$ cat config.mk
export PLATFORM = sky130hd
export DESIGN_NAME = iter_multiplier
export DESIGN_NICKNAME = d
export VERILOG_FILES = /design/src/rtl/iter_multiplier.sv
export SDC_FILE = /design/constraint.sdc
export NUM_CORES = 1
export LEC_CHECK = 0
export BUFFER_PORTS_ARGS = -buffer_cell sky130_fd_sc_hd__clkbuf_2
export CORE_UTILIZATION = 40
export DETAILED_ROUTE_END_ITERATION = 6
export PLACE_DENSITY = 0.59
export SYNTH_ARGS = -nofsm -noshare
export SYNTH_HDL_FRONTEND = slang
export SYNTH_SLANG_ARGS = --single-unit
$ cat constraint.sdc
create_clock -name mul_clk -period 5.4 [get_ports mul_clk]
set_clock_uncertainty 0.15 [all_clocks]
set_input_delay 1.35 -clock mul_clk [delete_from_list [all_inputs] [get_ports mul_clk]]
set_output_delay 1.35 -clock mul_clk [all_outputs]
set_load 0.005 [all_outputs]
$ cat src/rtl/iter_multiplier.sv
// Iterative shift-add multiplier with STEP bits retired per cycle, per-op signedness,
// valid/ready handshakes and a synchronous flush.
module iter_multiplier #(
    parameter int WIDTH = 32,
    parameter int STEP  = 1
) (
    input  logic                 mul_clk,
    input  logic                 resetn,
    input  logic                 flush,
    input  logic                 in_valid,
    output logic                 in_ready,
    input  logic                 mul_signed,
    input  logic [WIDTH-1:0]     x,
    input  logic [WIDTH-1:0]     y,
    output logic                 out_valid,
    input  logic                 out_ready,
    output logic [2*WIDTH-1:0]   result
);

    localparam int K  = WIDTH / STEP;
    localparam int CW = $clog2(K + 1);

    typedef enum logic [1:0] {
        IDLE,
        CALC,
        SIGN,
        DONE
    } state_t;

    state_t               state_q, state_d;
    logic [2*WIDTH-1:0]   mcand_q, mcand_d;
    logic [2*WIDTH-1:0]   acc_q, acc_d;
    logic [2*WIDTH-1:0]   result_q, result_d;
    logic [WIDTH-1:0]     mplier_q, mplier_d;
    logic [CW-1:0]        cnt_q, cnt_d;
    logic                 neg_q, neg_d;

    logic [WIDTH-1:0]     xMag;
    logic [WIDTH-1:0]     yMag;
    logic [2*WIDTH-1:0]   partial;

    // The most negative value negates onto itself, which read as unsigned is its exact magnitude.
    assign xMag = (mul_signed && x[WIDTH-1]) ? -x : x;
    assign yMag = (mul_signed && y[WIDTH-1]) ? -y : y;

    // mcand_q is pre-shifted each cycle, so it already carries the (K-cnt)*STEP weight.
    always_comb begin
        partial = '0;
        for (int j = 0; j < STEP; j++) begin
            if (mplier_q[j]) begin
                partial = partial + (mcand_q << j);
            end
        end
    end

    always_comb begin
        state_d  = state_q;
        mcand_d  = mcand_q;
        acc_d    = acc_q;
        result_d = result_q;
        mplier_d = mplier_q;
        cnt_d    = cnt_q;
        neg_d    = neg_q;

        if (flush) begin
            state_d = IDLE;
        end else begin
            case (state_q)
                IDLE: begin
                    if (in_valid) begin
                        mcand_d  = {{WIDTH{1'b0}}, xMag};
                        mplier_d = yMag;
                        neg_d    = mul_signed & (x[WIDTH-1] ^ y[WIDTH-1]);
                        acc_d    = '0;
                        cnt_d    = CW'(K);
                        state_d  = CALC;
                    end
                end
                CALC: begin
                    acc_d    = acc_q + partial;
                    mcand_d  = mcand_q << STEP;
                    mplier_d = mplier_q >> STEP;
                    cnt_d    = cnt_q - 1'b1;
                    if (cnt_q == CW'(1)) begin
                        state_d = SIGN;
                    end
                end
                SIGN: begin
                    result_d = neg_q ? -acc_q : acc_q;
                    state_d  = DONE;
                end
                DONE: begin
                    if (out_ready) begin
                        state_d = IDLE;
                    end
                end
                default: state_d = IDLE;
            endcase
        end
    end

    always_ff @(posedge mul_clk or negedge resetn) begin
        if (!resetn) begin
            state_q  <= IDLE;
            mcand_q  <= '0;
            acc_q    <= '0;
            result_q <= '0;
            mplier_q <= '0;
            cnt_q    <= '0;
            neg_q    <= 1'b0;
        end else begin
            state_q  <= state_d;
            mcand_q  <= mcand_d;
            acc_q    <= acc_d;
            result_q <= result_d;
            mplier_q <= mplier_d;
            cnt_q    <= cnt_d;
            neg_q    <= neg_d;
        end
    end

    assign in_ready  = (state_q == IDLE);
    assign out_valid = (state_q == DONE);
    assign result    = result_q;

endmodule

; Word-level counts from Yosys, hierarchy flattened
; Cells that the tools add are included.
[totals]
regBits = 233
input_bits = 70
out_inout_bits = 66
[classes]
n_addsub = 5
eq_ne = 8
n_mux = 17
n_bitwise = 3
reduce_logical = 8
[ops]
columns = operator, n
row1 = 64-bit 2-to-1 mux, 4
row2 = 64-bit case mux with 2 select lines, 2
row3 = 32-bit 2-to-1 mux, 3
row4 = 64-bit adder, 1
row5 = 32-bit negation, 2
row6 = 64-bit negation, 1
row7 = 32-bit case mux with 2 select lines, 1
row8 = 6-bit case mux with 2 select lines, 1
row9 = 3-bit AND reduction, 3
row10 = 2-bit 2-to-1 mux, 4
row11 = 2-bit case mux with 4 select lines, 1
row12 = "6-bit by 1-bit == test with 1-bit output, second input constant", 1
row13 = 6-bit 2-to-1 mux, 1
row14 = "3-bit != test, second input constant", 2
row15 = "6-bit by 1-bit subtractor with 6-bit output, second input constant", 1
row16 = "2-bit == test, second input constant", 2
row17 = "3-bit by 2-bit != test with 1-bit output, second input constant", 1
row18 = "2-bit by 1-bit == test with 1-bit output, second input constant", 1
row19 = 1-bit logical AND, 2
row20 = 2-bit zero test, 1
row21 = "2-bit != test, second input constant", 1
row22 = 2-bit AND reduction, 1
row23 = 2-bit nonzero test, 1
row24 = 1-bit bitwise AND, 1
row25 = other kinds (2), 2

; Longest topological paths before layout
[depth]
ltp_word = 4
mapped_depth = 15

; Worst setup path after synthesis
; Ideal clock, no wire load.
[synth_timing]
path_kind = reg-to-reg
from = register mplier_q[0]
to = register acc_q[63]
t_arrival_ns = 3.708
t_required_ns = 5.130
path_slack_ns = 1.421
path_stages_with_launch = 15
n_path_buf = 3
period_less_slack_ns = 3.979
path_cell_list = dfrtp_1 -> clkbuf_1 -> clkbuf_1 -> and2_1 -> ha_1 -> clkbuf_1 -> nand4_1 -> or3_1 -> nor3_1 -> o2111ai_1 -> a2111oi_0 -> o211ai_1 -> and3_1 -> or2_2 -> a31o_2
[synth_via]
elab_chain_cells = 3
[synth_rtl]
columns = element, line_no
row1 = from (decl), 34  ; logic [WIDTH-1:0] mplier_q, mplier_d;
row2 = from (signal assigned), 116  ; mplier_q <= mplier_d;
row3 = 64-bit 2-to-1 mux, 50  ; if (mplier_q[j]) begin
row4 = 64-bit adder, 80  ; acc_d = acc_q + partial;
row5 = 64-bit case mux with 2 select lines, 68  ; case (state_q)
row6 = to (signal assigned), 106  ; acc_q <= '0;
row7 = to (signal assigned), 114  ; acc_q <= acc_d;
row8 = to (decl), 32  ; logic [2*WIDTH-1:0] acc_q, acc_d;
; Every way passes these cells.
; A chain may end at the register's enable or synchronous reset.

; Worst setup path in the final report
[layout_timing]
from = register mplier_q[0]
to = register acc_q[58]
; The elaborated chain is that of the path after synthesis.

==> results.json <==
{
  "dr.first_iter.drc_count": 834,
  "yosysWarningCount": 0,
  "p_leak_nw": 8.13,
  "synth_cells": 1840,
  "holdWs_ps": 325,
  "fin_crit_sh": 0.863,
  "end_kind": "flop",
  "relSlewSlack": 0.343,
  "synth_edf_count": 0,
  "drive_above_1_share": 0.118,
  "peakVddDrop_uv": 226,
  "fmax_mhz": 215,
  "layout_min_cycle_time_ps": 4660,
  "setup.worst_path.class": "flop to flop",
  "antenna_found_initial": 0,
  "start_util": 0.409,
  "dieHeight_um": 199,
  "synth-xor-area-share": 0.0951,
  "fillers": 3757,
  "insertion_delay_ps": 560,
  "cts_tree": "done",
  "drc": 0,
  "yosys.area_share.simple": 0.189,
  "drt_first_pass_iters": 5,
  "cts.sinks": 233,
  "totalWireLength_um": 41200,
  "synthMuxAreaShare": 0.00712,
  "synth_top_family_by_area": "compound AO/OA/AOI/OAI gates",
  "synth.yosys.seq_area_share": 0.377,
  "post_cts_buffers": 0,
  "viasPerCell": 5.44,
  "first_global_vias": 12800,
  "setup_viol": 0,
  "critPathArrivalTime_ps": 4960,
  "grt_use_total": 0.211,
  "grt_max_degree": 116,
  "hpwl_um": 30200,
  "syn_to_final_growth_pct": 13.5,
  "grt_pass1_wl_um": 67600,
  "cts_root_buffer": "clkbuf_16",
  "syn_avg_cell_area_um2": 8.41,
  "numCtsBuffers": 28,
  "overflow": 0,
  "gp_congestion": 0.932,
  "hold_violations": 0,
  "post_cts_resized": 0,
  "syn_area_um2": 15500,
  "synthAdderAreaFrac": 0.0595,
  "port_buffers": 135,
  "powerDensity_nw_per_um2": 480,
  "ant_nets": 0,
  "tns_ps": 0,
  "synth-async-reset-ratio": 1.00,
  "htreeDepth": 1,
  "worstPathMaxFanout": 32,
  "num_vias": 13400,
  "required_ps": 5700,
  "synth_seq_cells": 233,
  "clk_transition_reported_paths_ps": 60,
  "maxCapViolCount": 0,
  "synthFlopType": "dfrtp_1",
  "final_nets": 2066,
  "row_count": 71,
  "rsz0062_at_grt": "false",
  "post_drt_wl_per_cell_um": 16.8,
  "diodes": 0,
  "status": "completed",
  "critPathLaunchType": "flop",
  "boundaryPins": 136,
  "synth_compound_gate_area_share": 0.240,
  "core-area_um2": 37800,
  "fp.dieW_um": 199,
  "die-area_um2": 39500,
  "min_path_type": "flop to flop",
  "syn-num-nets": 1983,
  "cts-hold-fix-buffers": 0,
  "clockBufferDepth": 3,
  "worst_pin_slew_ps": 985,
  "slew_viol_final": 0,
  "yosysUniqueCellTypes": 67
}
critical path: stages (launching register included):
cell	delay, ps
dfrtp_1	930
and2_1	240
ha_1	200
inv_1	60
fa_1	370
nand2b_1	190
a21oi_1	200
o2111ai_1	250
a2111o_1	540
a21boi_0	340
o21ai_0	230
a211oi_1	430
o21ai_0	160
a32o_1	270
synth_stat cells (31+ instances only):
library cell  count  share of area
dfrtp_1         233           0.38
a22o_1           36          0.020
a21oi_1         172          0.056
clkbuf_1         92          0.022
nand2_1         250          0.061
and2_1           72          0.029
nor2_1          119          0.029
a21o_1           31          0.015
ha_1             72          0.058
xor2_1          116          0.066
o21ai_0         243          0.079
xnor2_1          52          0.029
final timing paths:
kind / start / to / slack, ps / cells past startpoint
hold reg to reg: result[46]$_DFFE_PN0P_ / result[46]$_DFFE_PN0P_ / 330 / 2
min in group asynchronous: resetn / result[50]$_DFFE_PN0P_ / 640 / 1
setup reg to reg: mplier_q[0]$_DFFE_PN0P_ / acc_q[58]$_DFFE_PN0P_ / 740 / 13
setup / recovery: mplier_q[0]$_DFFE_PN0P_ / acc_q[58]$_DFFE_PN0P_ / 740 / 13
max in group asynchronous: resetn / mplier_q[26]$_DFFE_PN0P_ / 3380 / 2
hold / removal: result[46]$_DFFE_PN0P_ / result[46]$_DFFE_PN0P_ / 330 / 2
registers in the layout (all words and copies together) (netlist names):
signal / cells
acc_q: 64
cnt_q: 6
mplier_q: 32
mcand_q: 64
result: 64
state_q: 2
neg_q: 1
per-layer routing:
metal | wire (µm) | up-vias | track usage
met5 | 0 | - | 0
met4 | 520 | 0 | 0.0433
met3 | 2240 | 35 | 0.0371
met2 | 17800 | 265 | 0.325
met1 | 20600 | 6315 | 0.307
li1 | - | 6740 | -
through the flow:
stage                     setup WS, ps  total power [W]  std cells  area [µm²]   util
after floorplan                   1420          0.00534       1840       15500      -
after global placement             933          0.00644       2404       16600  0.439
after detailed placement           801          0.00652       2404       16600  0.439
after CTS                          744          0.00852       2456       17600  0.464
after global routing               286          0.00911       2456       17600  0.464
final                              739          0.00843       2456       17600  0.464
where the power goes:
group	switching, W	internal, W
Clock	0.000768	0.00119
Combinational	0.00234	0.00142
Sequential	0.000475	0.00224
layout by cell type, fill, tap and decap left out, drive strengths merged, types with 4 or more instances in the layout:
cell,synthesis,routed
clkbuf,92,174
and3,14,14
nor3,23,23
a32o,4,4
nor2b,6,6
xnor2,52,52
o21ai,247,247
nand2b,19,19
nand4,16,16
clkinv,0,9
or4,20,20
nor2,119,119
nand3,13,13
or2,6,6
a21o,31,31
xor2,116,116
nor4,15,15
or3,21,21
a211oi,6,6
o21a,8,8
o31ai,23,23
buf,11,22
inv,30,30
mux2i,11,11
and2,72,72
nand2,250,250
ha,72,72
dfrtp,233,233
a221o,6,6
o21bai,8,8
o41ai,20,20
a31o,4,4
a21oi,172,172
a31oi,16,16
o211ai,10,10
a22o,36,36
nand3b,4,4
cell families after synthesis:
| family | count (synthesis) |
|---|---|
| AOI/OAI and AO/OA | 615 |
| xor gates and xnor gates | 168 |
| adders and majority gates | 73 |
| buffers and inverters | 133 |
| DFF | 233 |
| muxes | 11 |
| and+or+nand+nor | 607 |
layout make-up:
type                    instances  area [µm²]  area share
clock buffers                  40         817      0.0465
clock inverters                12         135     0.00769
inverters                      30         113     0.00641
multi-input cells            1474        9160       0.521
flip-flops and latches        233        5830       0.332
well taps                     511         639      0.0364
repair buffers                156         868      0.0494
Note: power is estimated with default switching activity, not from simulation.
